### config.mk
export PLATFORM = sky130hd
export DESIGN_NAME = clock_set_ctrl
export DESIGN_NICKNAME = d
export VERILOG_FILES = /design/src/rtl/clock_set_ctrl.sv
export SDC_FILE = /design/constraint.sdc
export NUM_CORES = 1
export LEC_CHECK = 0
export BUFFER_PORTS_ARGS = -buffer_cell sky130_fd_sc_hd__buf_2
export CAP_MARGIN = 20
export CORE_MARGIN = 2
export CORE_UTILIZATION = 41
export CTS_BUF_LIST = sky130_fd_sc_hd__clkbuf_8 sky130_fd_sc_hd__clkbuf_16
export DETAILED_ROUTE_END_ITERATION = 12
export PLACE_DENSITY_LB_ADDON = 0.15
export SYNTH_ARGS = -nofsm -noshare
export SYNTH_HDL_FRONTEND = slang
export SYNTH_SLANG_ARGS = --single-unit
### constraint.sdc
create_clock -name Clk -period 3.01 [get_ports Clk]
set_clock_uncertainty 0.15 [all_clocks]
set_input_delay 0.903 -clock Clk [delete_from_list [all_inputs] [get_ports Clk]]
set_output_delay 0.903 -clock Clk [all_outputs]
set_load 0.005 [all_outputs]
### src/rtl/clock_set_ctrl.sv
// Sequencing controller for an MM:SS digit-counter chain: run-mode carry cascade,
// button-driven minute/second setting, field blinking and hours carry.
module clock_set_ctrl #(
  parameter int unsigned PRESET_SU = 0,
  parameter int unsigned PRESET_ST = 0,
  parameter int unsigned PRESET_MU = 0,
  parameter int unsigned PRESET_MT = 0,
  parameter int unsigned BLINK_DIV = 25000000
) (
  input  logic        Clk,
  input  logic        Rst,
  input  logic        Tick,
  input  logic        BtnMode,
  input  logic        BtnInc,
  input  logic        BtnClr,
  input  logic [3:0]  Tco,
  output logic [3:0]  En,
  output logic [3:0]  Load,
  output logic [15:0] Valor,
  output logic [3:0]  Blank,
  output logic [1:0]  Mode,
  output logic        CarryOut
);

  localparam int unsigned BLINK_W = (BLINK_DIV > 2) ? $clog2(BLINK_DIV) : 1;
  localparam int unsigned NBTN    = 3;

  typedef enum logic [1:0] {
    RUN     = 2'b00,
    SET_MIN = 2'b01,
    SET_SEC = 2'b10
  } state_t;

  state_t              state;
  state_t              state_nxt;
  logic [BLINK_W-1:0]  blink_cnt;
  logic                blink_ph;
  logic [NBTN-1:0]     btn_s;
  logic [NBTN-1:0]     btn_p;
  logic [NBTN-1:0]     press;
  logic                mode_press;
  logic                inc_press;
  logic                clr_press;
  logic                entering;

  // Button sync/edge registers; reset to 1 so a button held through reset is not a press.
  always_ff @(posedge Clk) begin
    if (Rst) begin
      btn_s <= '1;
      btn_p <= '1;
    end else begin
      btn_s <= {BtnClr, BtnInc, BtnMode};
      btn_p <= btn_s;
    end
  end

  assign press      = btn_s & ~btn_p;
  assign mode_press = press[0];
  // A mode press swallows any inc/clr press arriving in the same cycle.
  assign inc_press  = press[1] & ~press[0];
  assign clr_press  = press[2] & ~press[0];

  always_comb begin
    state_nxt = state;
    case (state)
      RUN:     if (mode_press) state_nxt = SET_MIN;
      SET_MIN: if (mode_press) state_nxt = SET_SEC;
      SET_SEC: if (mode_press) state_nxt = RUN;
      default: state_nxt = RUN;
    endcase
  end

  assign entering = (state_nxt != state);

  // State register and blink divider; divider restarts on every state entry, idles in RUN.
  always_ff @(posedge Clk) begin
    if (Rst) begin
      state     <= RUN;
      blink_cnt <= '0;
      blink_ph  <= 1'b0;
    end else begin
      state <= state_nxt;
      if (entering || state_nxt == RUN) begin
        blink_cnt <= '0;
        blink_ph  <= 1'b0;
      end else if (blink_cnt == BLINK_W'(BLINK_DIV - 1)) begin
        blink_cnt <= '0;
        blink_ph  <= ~blink_ph;
      end else begin
        blink_cnt <= blink_cnt + BLINK_W'(1);
      end
    end
  end

  // Counter strobes are combinational so they land in the same cycle as tick or press.
  always_comb begin
    En       = '0;
    Load     = '0;
    CarryOut = 1'b0;
    if (!Rst) begin
      case (state)
        RUN: begin
          En[0]    = Tick;
          En[1]    = Tick & Tco[0];
          En[2]    = Tick & Tco[0] & Tco[1];
          En[3]    = Tick & Tco[0] & Tco[1] & Tco[2];
          CarryOut = Tick & (&Tco);
        end
        SET_MIN: begin
          if (clr_press) begin
            Load[3:2] = 2'b11;
          end else if (inc_press) begin
            En[2] = 1'b1;
            En[3] = Tco[2];
          end
        end
        SET_SEC: begin
          if (clr_press) begin
            Load[1:0] = 2'b11;
          end else if (inc_press) begin
            En[0] = 1'b1;
            En[1] = Tco[0];
          end
        end
        default: begin
          En       = '0;
          Load     = '0;
          CarryOut = 1'b0;
        end
      endcase
    end
  end

  assign Blank[3:2] = (state == SET_MIN) ? {2{blink_ph}} : 2'b00;
  assign Blank[1:0] = (state == SET_SEC) ? {2{blink_ph}} : 2'b00;
  assign Mode       = state;
  assign Valor      = {4'(PRESET_MT), 4'(PRESET_MU), 4'(PRESET_ST), 4'(PRESET_SU)};

endmodule

==> out/results.ini, run 1 <==
[run_status]
outcome = finished clean

[drt]
dr.pass1.iters = 4
drt_wl_total_um = 3490
route.antenna.remaining_nets = 0
drt-initial-drc-count = 50
avgRoutedWirePerCell_um = 12.3
via_per_inst = 5.15
vias = 1458
drc = 0

[power]
p_leak_uw = 0.000670
internal_power_uw = 822
power_frac_comb_pct = 3.3
power_frac_seq_pct = 45.3
power_uw = 1010
swShare_pct = 18.8
peakVddDrop_uv = 231
power_frac_clock_pct = 51.4
switchingPower_uw = 191
cellPowerDensity_nw_per_um2 = 499

[setup_path]
worstPathArrival_ns = 1.82
criticalPathCategory = in -> out
cp-start-kind = primary input
cp.required_ns = 1.96
crit_fanout = 2
endpoint_kind = output port

[synthesis]
synth_xor_xnor_area_share_pct = 6.25
ys_seq_area_share_pct = 37.4
syn_area_per_cell_um2 = 8.67
synth_cells = 210
yosys.area.top_type_share_pct = 37.4
synth_fa_ha_area_share_pct = 0.687
synthSimpleGateAreaFrac_pct = 32.4
ys_warn_count = 0
netlist_area_um2 = 1820
synth_compound_gate_area_share_pct = 11.2
yosys-top-cells-area = dfxtp_1, buf_4, nor3_1
ys_types = 40
synth.area.mux_share_pct = 0
synth_top_family_by_area = simple AND/OR/NAND/NOR gates
synth_area_leader_cell = dfxtp_1
ys_ff_latch = 34

[floorplan]
start_util_pct = 42.1
rows = 24
coreArea_um2 = 4320
dieArea_um2 = 4990
ios = 41
fp.dieW_um = 70.6
die_y_um = 70.6

[global_route]
grt_pass1_vias = 1293
gr-usage-all-layers_pct = 14.9
grt_max_degree = 27
gr-total-overflow = 0
antenna_found_initial = 0
grt_pass1_wl_um = 5830

[final_layout]
layout-drive-gt1-share_pct = 22.1
layout_common_cells = dfxtp_1, buf_2, nor3_1, conb_1
layout.nets = 241
area_growth_pct = 11.4
mostFrequentLayoutCell = dfxtp_1
diodes = 0
postLayoutCellArea_um2 = 2030

[clocking]
numCtsBuffers = 5
clk_pin_slew_ns = 0.07
cts_max_level = 2
clk_latency_ns = 0.29
cts_hold_buf = 0
cts_root_buf = clkbuf_8
cts_tree = built
post-cts-setup-buffers = 0
cts.sinks = 34
cts_resized = 0
cts_buffer_depth = 2

[sta]
finalSetupViolations = 0
finalHoldViolations = 0
hold_slack_ns = 0.293
tightest_slew_ns = 0.942
max_freq_ghz = 0.348
rsz0062_at_grt = false
min_period_ns = 2.87
fin_setup_tns_ns = 0
drv_slew = 0
fin_ws_ns = 0.137
finalCritPeriodShare_pct = 95.4
max-slew-margin-rel_pct = 37.2

[place]
gp_congestion = 0.783
placed_area_um2 = 1890
hpwl_um = 2440
io_buffers = 24
pre_cts_ws_ns = 0.136

[hold_path]
hold_class = reg -> reg

[job]
drv_cap = 0

cells in the mapped netlist:
library cell and number:
nor4bb_1 1, and3_1 2, nand2b_1 4, a41oi_1 1, or4b_1 1, buf_4 20
or3_1 6, nor2_1 11, inv_1 5, a211oi_1 8, nand3_2 1, a21boi_0 1
nor3b_1 1, buf_6 2, a21oi_1 1, and4_1 2, o31ai_1 5, or4_4 4
nand2_1 8, conb_1 1, nand4_1 6, xnor2_1 10, nor4_1 6, dfxtp_1 34
o21ai_0 6, nor2b_1 3, or4_1 3, or2_2 8, nor3_1 19, clkbuf_1 4
a211o_1 1, and2_1 3, buf_2 1, ha_1 1, a211oi_2 3, xor2_1 3
buf_1 1, nand3_1 11, and3b_1 1, o41ai_1 1
metal layers:
| layer | GRT usage, % | vias to the layer above | part of all wire (%) |
|---|---|---|---|
| li1 | - | 764 | - |
| met2 | 23.3 | 27 | 45 |
| met1 | 18.5 | 661 | 49 |
| met3 | 4.99 | 6 | 4.6 |
| met4 | 6.92 | 0 | 1.9 |
| met5 | 0 | - | 0 |
layout make-up:
type,instances,area [µm²]
clock inverter,2,60.1
clock buffer,6,82.6
fill,456,2300
sequential,34,681
timing repair buffer,26,135
multi-input combinational,158,986
tap,52,65.1
inverter,5,18.8
state kept, by name, summed over array words and instances, names as in the netlist:
name       flops
blink_cnt     25
btn_p          3
btn_s          3
Mode           2
blink_ph       1
per-stage QoR:
stage / std cells / util [%]
after global placement: 275 / 43.6
after global routing: 283 / 46.9
final: 283 / 46.9
after CTS: 283 / 46.9
after floorplan: 225 / -
after detailed placement: 275 / 43.6
path summary, 6_finish.rpt:
check,startpoint,end,slack (ns),cells after the start
worst min register to register,btn_s[2],btn_p[2],0.29,1
worst min-delay path,btn_s[2],btn_p[2],0.29,1
worst max-delay path,Tick,En[3],0.14,6
worst max register to register,blink_cnt[0],blink_cnt[18],0.51,5
power groups by stage:
stage	clock network, µW	registers (µW)	logic, µW
3_5_place_dp	0	469	33.8
6_report	521	458	33.7
5_1_grt	551	459	38.6
3_3_place_gp	0	469	33.8
2_1_floorplan	0	468	37.3
4_1_cts	535	459	33.9
worst max-delay path, stage by stage:
cell and delay (ns):
buf_2 0.09, nand3_1 0.08, or2_2 0.27, a21boi_0 0.20, and3b_1 0.17, buf_2 0.10
kinds of logic after synthesis:
family,count (synthesis)
AOI/OAI and AO/OA,27
other,1
DFF,34
buffers and inverters,33
adders and majority gates,1
and+or+nand+nor,101
xor gates and xnor gates,13
No activity file was read; power rests on OpenSTA's default activity.
==> inputs of run 2 (changes only) <==
==> constraint.sdc (replaced) <==
create_clock -name Clk -period 2.74 [get_ports Clk]
set_clock_uncertainty 0.15 [all_clocks]
set_input_delay 0.822 -clock Clk [delete_from_list [all_inputs] [get_ports Clk]]
set_output_delay 0.822 -clock Clk [all_outputs]
set_load 0.005 [all_outputs]
==> run 2 against run 1 <==
Effect of this change:
- flip-flop and latch count stayed put
- sequential share of layout area hardly changed
- via count is 1.6% higher
- worst hold slack worse by 0.011 ns
- first-iteration DRC count is 20% lower
- die area stayed put
- routed wire length is 2.9% higher
- global-route usage is 0.48 points higher
- register-to-register slack worse by 0.13 ns
- clock-buffer cell count is 1 lower
- cell area is 0.12% lower
- critical endpoint unchanged
- largest power group is now registers
- highest routed layer unchanged
==> out/results.ini, run 2 (synthesized netlist as in run 1, its figures left out) <==
[clocking]
clk_pin_slew_ns = 0.08  ; about the same
cts_max_level = 2  ; unchanged
post-cts-setup-buffers = 0  ; unchanged
cts_resized = 0  ; unchanged
cts.sinks = 34  ; unchanged
numCtsBuffers = 5  ; unchanged
cts_tree = built
cts_root_buf = clkbuf_8
cts_buffer_depth = 2  ; unchanged
clk_latency_ns = 0.29  ; about the same
cts_hold_buf = 0  ; unchanged

[final_layout]
layout-drive-gt1-share_pct = 23.5  ; +1.4 points
postLayoutCellArea_um2 = 2030  ; -0.12%
largest_reg_flops = 25  ; unchanged
area_growth_pct = 11.3
num-fill-cells = 440  ; -3.5%
reg.largest.list = blink_cnt x25, btn_p x3, btn_s x3
layout.nets = 244  ; +1.2%
layout_common_cells = dfxtp_1, buf_2, nor3_1, conb_1
diodes = 0  ; unchanged
regMostFlops = blink_cnt
mostFrequentLayoutCell = dfxtp_1

[global_route]
antenna_found_initial = 0  ; unchanged
grt_max_degree = 27  ; unchanged
gr-usage-all-layers_pct = 15.3  ; +0.48 points
gr-total-overflow = 0  ; unchanged
grt_pass1_vias = 1314  ; +1.6%
grt_pass1_wl_um = 6110  ; +4.7%

[setup_path]
slowest_stage = or2_2
cp.required_ns = 1.77  ; -0.19 ns
crit_buf_inv = 2  ; unchanged
cp-start-kind = primary input
crit_fanout = 2  ; unchanged
reg2regPathDepth = 5  ; unchanged
crit_top_cell = buf_2
path_depth = 6  ; unchanged
reg2reg_slack_ns = 0.38  ; -0.13 ns
worstPathArrival_ns = 1.68  ; -0.14 ns
endpoint_kind = output port
crit_family = simple AND/OR/NAND/NOR gates
critPathMaxStageDelay_ns = 0.29  ; +0.02 ns
crit_path_cell_trace = buf_2, nand3_1, or2_2, a21boi_2, and3b_1, buf_2
criticalPathCategory = in -> out

[drt]
drc = 0  ; unchanged
avgRoutedWirePerCell_um = 12.5  ; +1.8%
drt-initial-drc-count = 40  ; -20%
dr.pass1.iters = 4  ; unchanged
via_per_inst = 5.18  ; +0.51%
vias = 1481  ; +1.6%
route.antenna.remaining_nets = 0  ; unchanged
drt_wl_total_um = 3590  ; +2.9%

[job]
drv_cap = 0  ; unchanged

[sta]
drv_slew = 0  ; unchanged
min_period_ns = 2.65
hold_slack_ns = 0.282  ; -0.0106 ns
finalHoldViolations = 0  ; unchanged
max_freq_ghz = 0.377
finalSetupViolations = 0  ; unchanged
finalCritPeriodShare_pct = 96.7

[power]
cellPowerDensity_nw_per_um2 = 501  ; +0.24%
peakVddDrop_uv = 325  ; +40%
p_leak_uw = 0.000664  ; -0.99%

[place]
gp_congestion = 0.807  ; +3.0%
placed_area_um2 = 1910  ; +1.2%
hpwl_um = 2470  ; +1.5%
io_buffers = 24  ; unchanged

[floorplan]
coreArea_um2 = 4320  ; unchanged
dieArea_um2 = 4990  ; unchanged
die_y_um = 70.6  ; unchanged
ios = 41  ; unchanged
rows = 24  ; unchanged
start_util_pct = 42.1  ; unchanged
fp.dieW_um = 70.6  ; unchanged

[run_status]
outcome = finished clean

[hold_path]
hold_depth = 1  ; unchanged
hold_class = reg -> reg

-- run 2: cell types whose count changed in the layout (fill, tap and decap cells not counted), sizes merged --
cell and delta:
buf +3, clkinvlp +2, bufinv -1, clkbuf -1
-- run 2: power breakdown --
part	internal [µW]	leakage, µW	switching (µW)
logic	17.1	0.000338	22.6
clock network	271	0.0000504	201
registers	499	0.000275	3.58
total	787	0.000664	227
-- run 2: worst paths after layout --
| kind | from | to |
|---|---|---|
| worst max-delay path | Tick | En[3] |
| worst min-delay path | btn_s[1] | btn_p[1] |
| worst max register to register | blink_cnt[1] | blink_cnt[18] |
| worst min register to register | btn_s[1] | btn_p[1] |
-- run 2: cell type report --
type / count / area [µm²] / share of cell area (%)
inverters: 5 / 18.8 / 0.926
clock buffers: 5 / 68.8 / 3.40
repair buffers: 29 / 158 / 7.78
flip-flops and latches: 34 / 681 / 33.6
clock inverters: 3 / 45.0 / 2.22
well taps: 52 / 65.1 / 3.21
multi-input cells: 158 / 990 / 48.9
-- run 2: metrics by stage --
| step | setup TNS, ns | power [µW] | util, % | cells | setup slack, ns |
|---|---|---|---|---|---|
| floorplan | 0 | 555 | - | 225 | 0.165 |
| global placement | 0 | 553 | 44.1 | 278 | 0.0460 |
| detailed placement | 0 | 553 | 44.1 | 278 | 0.0398 |
| CTS | 0 | 1030 | 46.8 | 286 | 0.0354 |
| global route | -0.00348 | 1050 | 46.8 | 286 | -0.00348 |
| finish | 0 | 1010 | 46.8 | 286 | 0.0903 |
-- run 2: metal layers --
metal  up-vias  GRT usage (%)  part of all wire [%]
li1        768              -                     -
met1       678           20.0                    49
met2        30           23.6                    44
met3         5           3.99                   4.4
met4         0           7.55                   1.7
met5         -              0                     0
